## src/rtl/sqrt_sigcalc_iter.sv

```systemverilog
// Iterative radix-2 restoring square-root significand engine: one root bit per cycle, emits {root, sticky}.
// Optional macro SQRT_EXACT_BYPASS_EN: a radicand of exactly 1.0 skips the iteration and completes in one cycle.
module sqrt_sigcalc_iter #(
  parameter int sig_width = 23
) (
  input  logic                 clk,
  input  logic                 reset,
  input  logic                 enable,
  input  logic                 start,
  input  logic [sig_width-1:0] a_sig,
  input  logic                 a_exp_lsb,
  output logic                 ready,
  output logic                 done,
  output logic [sig_width+2:0] z_sig_nr
);
  localparam int N  = sig_width + 2;
  localparam int RW = N + 2;
  localparam int CW = $clog2(N + 1);

  typedef enum logic [1:0] {IDLE, CALC, DONE} state_t;

  state_t            state_q, state_d;
  logic [2*N-1:0]    rad_q, rad_d;
  logic [N-1:0]      root_q, root_d;
  logic [RW-1:0]     rem_q, rem_d;
  logic [CW-1:0]     cnt_q, cnt_d;
  logic [N:0]        z_q, z_d;
  logic              done_q, done_d;

  logic              accept;
  logic [2*N-1:0]    rad_in;
  logic [RW+1:0]     rem_sh, trial;
  logic              fits;

  assign ready    = (state_q != CALC);
  assign done     = done_q;
  assign z_sig_nr = z_q;

  always_comb begin
    accept  = start & ready;
    // Even exponent: the significand is doubled so the root stays in [1,2).
    rad_in  = a_exp_lsb ? {2'b01, a_sig, {N{1'b0}}} : {1'b1, a_sig, 1'b0, {N{1'b0}}};
    rem_sh  = {rem_q, rad_q[2*N-1 -: 2]};
    trial   = {2'b00, root_q, 2'b01};
    fits    = (rem_sh >= trial);

    state_d = state_q;
    rad_d   = rad_q;
    root_d  = root_q;
    rem_d   = rem_q;
    cnt_d   = cnt_q;
    z_d     = z_q;

    case (state_q)
      IDLE, DONE: begin
        state_d = IDLE;
        if (accept) begin
          rad_d   = rad_in;
          root_d  = '0;
          rem_d   = '0;
          cnt_d   = '0;
          state_d = CALC;
`ifdef SQRT_EXACT_BYPASS_EN
          if (a_exp_lsb && (a_sig == '0)) begin
            state_d = DONE;
            z_d     = {1'b1, {N{1'b0}}};
          end
`endif
        end
      end
      CALC: begin
        // Counter value N marks the extra cycle that publishes the finished root.
        if (cnt_q == CW'(N)) begin
          z_d     = {root_q, |rem_q};
          state_d = DONE;
        end else begin
          rem_d  = fits ? RW'(rem_sh - trial) : rem_sh[RW-1:0];
          root_d = {root_q[N-2:0], fits};
          rad_d  = {rad_q[2*N-3:0], 2'b00};
          cnt_d  = cnt_q + CW'(1);
        end
      end
      default: state_d = IDLE;
    endcase

    done_d = (state_d == DONE);
  end

  always_ff @(posedge clk) begin
    if (reset) begin
      state_q <= IDLE;
      rad_q   <= '0;
      root_q  <= '0;
      rem_q   <= '0;
      cnt_q   <= '0;
      z_q     <= '0;
      done_q  <= 1'b0;
    end else if (enable) begin
      state_q <= state_d;
      rad_q   <= rad_d;
      root_q  <= root_d;
      rem_q   <= rem_d;
      cnt_q   <= cnt_d;
      z_q     <= z_d;
      done_q  <= done_d;
    end
  end

endmodule

```

## config.mk

```make
export PLATFORM = sky130hd
export DESIGN_NAME = sqrt_sigcalc_iter
export DESIGN_NICKNAME = d
export VERILOG_FILES = /design/src/rtl/sqrt_sigcalc_iter.sv
export SDC_FILE = /design/constraint.sdc
export NUM_CORES = 1
export LEC_CHECK = 0
export ABC_AREA = 1
export ABC_CLOCK_PERIOD_IN_PS = 2200
export CAP_MARGIN = 30
export CORE_ASPECT_RATIO = 1.25
export CORE_MARGIN = 8
export CORE_UTILIZATION = 45
export DETAILED_ROUTE_END_ITERATION = 16
export PLACE_DENSITY = 0.73
export SLEW_MARGIN = 20
export SYNTH_ARGS = -nofsm -noshare
export SYNTH_HDL_FRONTEND = slang
export SYNTH_SLANG_ARGS = --single-unit
export TNS_END_PERCENT = 30
```

## constraint.sdc

```tcl
create_clock -name clk -period 2.2 [get_ports clk]
set_input_delay 0.44 -clock clk [delete_from_list [all_inputs] [get_ports clk]]
set_output_delay 0.44 -clock clk [all_outputs]
set_load 0.02 [all_outputs]
```

==> impl_results.md <==
- Outcome: finished clean
- # rows: 50
- CTS buffer count: 9
- Post-synth net total: 1137
- Crit-path cells: inv_1, ha_4, nand2_1, buf_4, nor2_2, inv_2, nor3_2, nand2_1, nand3_4, buf_12, nand3_1, nand2_1, a21oi_1
- Nets: 1231
- Crit Path Max Fanout: 16
- Minimum clock period: 2.13 ns
- Initial DRC Count: 456
- # DRC: 0
- Total number of yosys warnings: 0
- Overflow after GRT: 0
- Worst hold path type: reg -> reg
- RSZ-0062 raised after global routing: yes
- Commonest non-fill, non-tap cells in the layout: nand2_1 (276), inv_1 (148), a21oi_1 (137)
- F_max: 0.469 GHz
- Critical path buffers and inverters: 4
- Core Region: 14900 um2
- Clock root buffer: clkbuf_16
- Fin. Hold Viols: 0
- Critical Path Sink Type: flip-flop
- First-pass GRT wire length: 32300 um
- Largest cells by area after synthesis: dfxtp_1 (33%), nand2_1 (15%), a21oi_1 (10%)
- Wire per inst: 14.6 um
- Antenna viol nets, final: 0
- Die width: 126 um
- Top cell type's share of synthesized area: 32.6%
- Commonest non-fill, non-tap cell in the layout: nand2_1
- Synth Register Bits: 111
- Final non-filler cell total: 1361
- Initial antenna violation count: 0
- Slowest-stage cell, CP: dfxtp_1
- TritonCTS clock tree: yes
- Slowest stage delay, CP: 0.36 ns
- GRT Util Overall: 20.2%
- Syn_area_per_cell: 6.32 um2
- Vias in the first global route: 6778
- Share of post-route cells with drive strength above 1: 15.2%
- CP delay by family, top: simple AND/OR/NAND/NOR gates
- Post-synthesis sequential area ratio: 32.6%
- CTS Hold Bufs: 0
- Cells after Synth: 1080
- Diode count: 0
- CP dominant cell by count: nand2_1
- Clk sinks: 111
- Final slew viol count: 0
- Buffers added on ports: 55
- Max_cap viols: 0
- Largest net degree at the start of global routing: 64
- Initial Utilization: 45.8%
- H-tree depth: 3
- Gpl congestion: 0.966
- Dpl cells: 1342
- Via/cell ratio: 5.21
- Slew margin rel.: 51.1%
- Worst clock skew: 0.0141 ns
- Synth-to-Final Area Change: 27.0%
- Die footprint: 19400 um2
- Critical path launch point type: flip-flop
- DP HPWL: 14700 um
- Num ports: 56
- Clock transition at path regs: 0.08 ns
- Final setup vio count: 0
- Die Y: 154 um
- Routed WL: 19900 um
- Fin crit share: 97.0%
- Least-Margin Pin Slew: 0.734 ns
- Longest Clk Path Bufs: 2
- Layout fillers: 1421
- Worst Path Arrival: 2.34 ns
- Clock latency at the later pin of the worst-skew pair: 0.36 ns
- WP data required: 2.41 ns
- Cell area after synthesis: 6820 um2
- Via count: 7096
- DRT Pass-1 Iters: 7
- Yosys cell types: 37
- Critical path class: reg -> reg
- Yosys top cell by area: dfxtp_1
layer usage:
metal	global-route usage [%]	vias up	wire length, um
li1	-	3663	-
met1	22.7	3198	8260
met2	36.4	186	10200
met3	3.84	49	909
met4	8.33	0	572
met5	0	-	0
repair_timing:
action | 4_1_cts | 5_1_grt
resized for setup | 3 | 53
setup endpoints to repair | 4 | 38
setup buffers | 0 | 3
pin swaps | 0 | 6
registers in the layout, summed over array words and instances, names as in the netlist:
| signal | cells |
|---|---|
| cnt_q | 5 |
| rem_q | 27 |
| done | 1 |
| root_q | 25 |
| rad_q | 25 |
| state_q | 2 |
| z_sig_nr | 26 |
stage by stage:
stage | util, % | area, um2 | hold WS [ns] | TNS (ns) | setup WS (ns)
6_report | 58.2 | 8660 | 0.470 | 0 | 0.0670
5_1_grt | 58.2 | 8660 | 0.483 | -0.258 | -0.0459
4_1_cts | 55.8 | 8300 | 0.471 | 0 | 0.0202
3_5_place_dp | 53.8 | 8010 | 0.459 | -0.0180 | -0.0180
3_3_place_gp | 53.8 | 8010 | 0.448 | 0 | 0.00843
2_1_floorplan | - | 6820 | 0.441 | 0 | 0.338
final cells by class:
cell class | instances | area [um2] | share of cell area [%]
multi-input cells | 761 | 4120 | 47.6
flip-flops and latches | 111 | 2230 | 25.8
repair buffers | 132 | 1200 | 13.9
inverters | 159 | 597 | 6.89
clock buffers | 10 | 229 | 2.64
well taps | 182 | 228 | 2.63
clock inverters | 6 | 51.3 | 0.592
worst reg2reg max path, cell delays in order (launching register included):
cell and delay [ns]:
dfxtp_1 0.36, inv_1 0.10, ha_4 0.30, nand2_1 0.07, buf_4 0.13, nor2_2 0.13, inv_2 0.07, nor3_2 0.16
nand2_1 0.10, nand3_4 0.15, buf_12 0.16, nand3_1 0.11, nand2_1 0.09, a21oi_1 0.06
kinds of logic after synthesis:
kind of cell / after synthesis / share of synthesized area, %
fa+ha+maj: 29 / 5.32
simple gates: 499 / 31.5
compound gates: 222 / 17.2
buf+inv: 208 / 12.1
flops: 111 / 32.6
xor+xnor: 11 / 1.41
worst paths after layout:
| path | cells past startpoint | slack [ns] | to | start |
|---|---|---|---|---|
| max reg2reg | 13 | 0.07 | rem_q[19] | root_q[21] |
| min | 2 | 0.47 | root_q[8] | root_q[8] |
| min reg2reg | 2 | 0.47 | root_q[8] | root_q[8] |
| max | 13 | 0.07 | rem_q[19] | root_q[21] |
Yosys cell counts (all sizes together):
master	n
xnor2	8
nand4	17
nor4	5
a21oi	142
a31oi	3
o211ai	6
buf	21
clkinv	1
o21bai	3
nand2	289
nand3b	5
nor2	90
xor2	3
o21a	1
dfxtp	111
and2	1
ha	29
or2	3
o2111ai	1
clkbuf	28
nor3b	2
nand3	76
inv	158
o21ai	57
nor3	11
a211oi	9
Power is not shown: default switching activity piles up to over one toggle a cycle in this logic, so the estimate is an artifact.
